File: src/rtl/ibr128_feeder.sv
// Packs 32-bit upstream words into 128-bit blocks, queues up to two completed blocks,
// and issues them one at a time to a block cipher core with a start strobe and first-block flag.
module ibr128_feeder (
  input  logic         Clk,
  input  logic         RstN,
  input  logic         in_valid,
  input  logic [31:0]  in_data,
  input  logic         in_first,
  output logic         in_ready,
  input  logic         flush,
  output logic [127:0] plainText,
  output logic         SA,
  output logic         FB,
  output logic         Enable,
  input  logic         cipherReady,
  output logic         busy,
  output logic [15:0]  block_count
);

  typedef enum logic [1:0] {StIdle, StIssue, StWait} state_e;

  state_e         state_q, state_d;
  logic [1:0]     wcnt_q;
  logic [95:0]    part_q;
  logic           first_q;
  logic [128:0]   fifo_q [2];
  logic           rd_ptr_q, wr_ptr_q;
  logic [1:0]     count_q, count_d;
  logic [127:0]   pt_q;
  logic           fb_q;
  logic [15:0]    bcnt_q;

  logic           transfer, push, pop, load;
  logic [128:0]   new_entry, head;

  assign pop       = (state_q == StIssue);
  assign transfer  = in_valid && in_ready;
  assign push      = transfer && (wcnt_q == 2'd3) && !flush;
  assign new_entry = {first_q, part_q, in_data};
  // With an empty FIFO the block being pushed this edge is the head, which gives
  // single-cycle latency from word 3 to the start strobe.
  assign head      = (count_q != 2'd0) ? fifo_q[rd_ptr_q] : new_entry;
  assign load      = (state_q == StIdle) && (state_d == StIssue);

  // Word assembly
  always_ff @(posedge Clk or negedge RstN) begin
    if (!RstN) begin
      wcnt_q  <= 2'd0;
      part_q  <= 96'd0;
      first_q <= 1'b0;
    end else if (flush) begin
      wcnt_q  <= 2'd0;
    end else if (transfer) begin
      wcnt_q <= wcnt_q + 2'd1;
      unique case (wcnt_q)
        2'd0: begin
          part_q[95:64] <= in_data;
          first_q       <= in_first;
        end
        2'd1:    part_q[63:32] <= in_data;
        2'd2:    part_q[31:0]  <= in_data;
        default: ;
      endcase
    end
  end

  // Block FIFO
  always_comb begin
    count_d = count_q;
    unique case ({push, pop})
      2'b10:   count_d = count_q + 2'd1;
      2'b01:   count_d = count_q - 2'd1;
      default: count_d = count_q;
    endcase
  end

  always_ff @(posedge Clk or negedge RstN) begin
    if (!RstN) begin
      rd_ptr_q <= 1'b0;
      wr_ptr_q <= 1'b0;
      count_q  <= 2'd0;
    end else if (flush) begin
      rd_ptr_q <= 1'b0;
      wr_ptr_q <= 1'b0;
      count_q  <= 2'd0;
    end else begin
      if (push) wr_ptr_q <= ~wr_ptr_q;
      if (pop)  rd_ptr_q <= ~rd_ptr_q;
      count_q <= count_d;
    end
  end

  always_ff @(posedge Clk) begin
    if (push) fifo_q[wr_ptr_q] <= new_entry;
  end

  // Issue FSM: state register
  always_ff @(posedge Clk or negedge RstN) begin
    if (!RstN) state_q <= StIdle;
    else       state_q <= state_d;
  end

  // Issue FSM: next state
  always_comb begin
    state_d = state_q;
    unique case (state_q)
      StIdle:  if (!flush && (count_q != 2'd0 || push)) state_d = StIssue;
      StIssue: state_d = StWait;
      StWait:  if (cipherReady) state_d = StIdle;
      default: state_d = StIdle;
    endcase
  end

  // Block register, tag and issue counter are captured on entry to issue
  always_ff @(posedge Clk or negedge RstN) begin
    if (!RstN) begin
      pt_q   <= 128'd0;
      fb_q   <= 1'b0;
      bcnt_q <= 16'd0;
    end else if (load) begin
      pt_q   <= head[127:0];
      fb_q   <= head[128];
      bcnt_q <= bcnt_q + 16'd1;
    end
  end

  // Issue FSM: outputs
  always_comb begin
    SA       = (state_q == StIssue);
    FB       = (state_q == StIssue) && fb_q;
    Enable   = (state_q != StIdle);
    busy     = (state_q != StIdle) || (count_q != 2'd0);
    in_ready = !((wcnt_q == 2'd3) && (count_q == 2'd2) && !pop);
  end

  assign plainText   = pt_q;
  assign block_count = bcnt_q;

endmodule
File: config.mk
export PLATFORM = sky130hd
export DESIGN_NAME = ibr128_feeder
export DESIGN_NICKNAME = d
export VERILOG_FILES = /design/src/rtl/ibr128_feeder.sv
export SDC_FILE = /design/constraint.sdc
export NUM_CORES = 1
export LEC_CHECK = 0
export CAP_MARGIN = 25
export CORE_MARGIN = 8
export CORE_UTILIZATION = 46
export DETAILED_ROUTE_END_ITERATION = 8
export PLACE_DENSITY = 0.66
export SYNTH_ARGS = -nofsm -noshare
export SYNTH_HDL_FRONTEND = slang
export SYNTH_SLANG_ARGS = --single-unit
export TNS_END_PERCENT = 20
File: constraint.sdc
create_clock -name Clk -period 12.7 [get_ports Clk]
set_input_delay 2.54 -clock Clk [delete_from_list [all_inputs] [get_ports Clk]]
set_output_delay 2.54 -clock Clk [all_outputs]
set_load 0.1 [all_outputs]
==> metrics.txt <==
RSZ-0062 raised after global routing false; DIE AREA ~0.05 mm2; final max-slew violation count 0; P_leak 8.968 nW; Yosys cell types 31; Rows 75; # nets final ~1600; Yosys Warn Count 0; register bit total from synthesis roughly 500; hold wc startpoint plainText[23]; vias in the first global route between 10000 and 15000; Setup Skew about 16 ps; initial antenna violation count 3; Slew HR 26.83%; clock power share 22.6%; DP Wirelength about 27000 um; worst r2r src wcnt_q[0]; data required time of the worst path approximately 10000 ps; CTS sink count 508; cts repair resizes 0; Power per Cell Area 279.3 mW/mm2; Layout Cells excl Fill approximately 2200; Hold WC Path Type register to register; busiest layer in global routing met2; mapped cell area ~0.02 mm2; met3 usage 3.596%; Gate power share between 40 and 50%; cells after synthesis 1431; final cycle utilization of the critical path 42.87%; vias roughly 11000; Detailed Routing Iterations Pass 1 5; CP arrival about 2900 ps; worst-path fanout max 10; cts-stage hold buffer count 0; Initial Utilization a little under half; placed insts around 2100; worst-margin pin slew 1094 ps; # DRC 0; commonest non-fill, non-tap cell in the layout edfxtp_1; total grt overflow 0; post-synth top area share about two fifths; first-pass GRT wire length ~70000 um; Total Power around 6.6 mW; Num CTS Buffers 51; Area Overhead vs Synth 21.18%; leading area contributor after synthesis edfxtp_1; Seq/Total Area, Yosys between 70% and 80%; Antenna diodes 0; Fmax between 150 and 200 MHz; crit path kind register to primary output; Fin Setup TNS 0 ps; R2R cell count 5; via density per instance roughly 5.2; DRT iter0 DRCs between 800 and 900; maxcap violations 0; Worst Hold Endpoint plainText[23]; final core utilization a little under three fifths; DRT Wirelength about 44000 um; CTS root buf clkbuf_16; highest-count cells in the layout ignoring fill and taps edfxtp_1 (258), dfrtp_1 (249), clkdlybuf4s50_1 (185); worst reg2reg setup slack between 9000 and 10000 ps; CORE AREA 0.04204 mm2; worst-skew pair later-pin latency 580 ps; GRT met1 Usage between 20% and 30%; CP endpoint kind primary output; WHS Path Cells 2; minimum clock period roughly 5400 ps; VDD IR-drop max slightly above 0.0002 V; GRT Util Overall between 10% and 20%; syn_nets between 1000 and 1500; IO Port Bufs ~190; RePlAce Congestion approximately 0.73; htree depth 2; NetSw a little under 3 mW; status complete, no violations; M2 GR Usage 27.61%; I/O pin cnt between 150 and 200; Final Hold Vio Count 0; layout cell share with drive strength beyond 1 about an eighth; WL/cell about 20 um; chip width roughly 220 um; Synth area leaders edfxtp_1 (39%), dfrtp_1 (32%), mux2i_1 (6.6%), mux2_2 (5.6%), o21ai_0 (3.3%); clock slew at reported path FFs 60 ps; setup bufs post-CTS 0; Internal 3.670 mW; largest net degree at the start of global routing 145; Post-Syn Area per Cell about 14 um2; reg-to-reg endpoint fifo_q[1][37]; CTS max path bufs 3; # fillers about 3400; height of the die between 200 and 250 um; number of nets with antenna violations after routing 0; Switching Share 44.71%; Final setup viols 0; Worst setup SP type register; CTS tree yes; sequential group share of total power approximately a third
==> worst max path at each step <==
| stage | slack [ps] | end | from |
|---|---|---|---|
| global route | 7170 | FB | state_q[1] |
| global placement | 6830 | fifo_q[1][34] | flush |
| floorplan | 3690 | fifo_q[0][0] | flush |
| detailed placement | 6760 | fifo_q[1][61] | flush |
| finish | 7260 | FB | state_q[1] |
| CTS | 7250 | FB | state_q[1] |
==> power groups by stage <==
stage	combinational (mW)	sequential, mW	clock (mW)
global route	2.95	2.38	1.60
CTS	2.82	2.34	1.54
finish	2.80	2.34	1.50
floorplan	0.766	3.66	0
global placement	2.78	2.35	0
detailed placement	2.81	2.37	0
==> cell families after synthesis <==
logic type | count (synthesis) | share of synthesized area (%)
compound gates | 267 | 6.920
xor+xnor | 19 | 0.8483
fa+ha+maj | 5 | 0.3189
buf+inv | 90 | 1.952
flops | 508 | 71.39
mux | 227 | 12.20
simple gates | 315 | 6.372
==> cells in the mapped netlist, drive strengths merged <==
| cell | number |
|---|---|
| edfxtp | 258 |
| dfrtp | 250 |
| nand2 | 148 |
| nor2 | 138 |
| o21ai | 131 |
| a21oi | 130 |
| mux2i | 130 |
| mux2 | 97 |
| clkbuf | 59 |
| buf | 25 |
| xnor2 | 13 |
| inv | 6 |
| nand3 | 6 |
| xor2 | 6 |
| ha | 5 |
| nor3 | 5 |
| a211oi | 3 |
| and3 | 3 |
| nand2b | 3 |
| nand4 | 3 |
| nor4 | 3 |
| a21o | 2 |
| and2 | 2 |
| a311oi | 1 |
| and3b | 1 |
| nor3b | 1 |
| or2 | 1 |
| or3 | 1 |
==> worst max-delay path, stage by stage (launching register included) <==
cell and delay, ps:
dfrtp_1 400, nand2b_1 340, inv_1 290, and2_1 170
clkdlybuf4s50_1 1130
==> metal layers <==
metal	part of all wire, %	vias up	wire length (um)
li1	-	5458	-
met5	0.082	-	36
met1	46	5703	20230
met2	47	250	20510
met3	5.0	58	2173
met4	1.6	6	695
==> per-stage QoR <==
step | setup WS, ps | area (um2) | hold WS [ps]
floorplan | 3692 | 19620 | 441.8
global placement | 6834 | 21930 | 462.4
detailed placement | 6758 | 22010 | 469.2
CTS | 7246 | 23700 | 477.3
global route | 7166 | 23770 | 497.5
finish | 7256 | 23770 | 473.8
==> state kept, by name, indices dropped and copies added, names as in the netlist <==
signal and count:
plainText 128, wcnt_q 2, fifo_q 258, part_q 96
block_count 16, rd_ptr_q 1, fb_q 1, count_q 2
state_q 2, wr_ptr_q 1, first_q 1
==> final cells by class <==
cell class / instances / area, um2 / share of cell area (%)
clock buffer: 77 / 1475 / 6.206
tap: 539 / 674.4 / 2.837
multi-input combinational: 833 / 5265 / 22.15
inverter: 6 / 22.52 / 0.09475
clock inverter: 19 / 216.5 / 0.9106
timing repair buffer: 205 / 2110 / 8.875
sequential: 508 / 14010 / 58.93
Power figures use the tool's default switching activity.
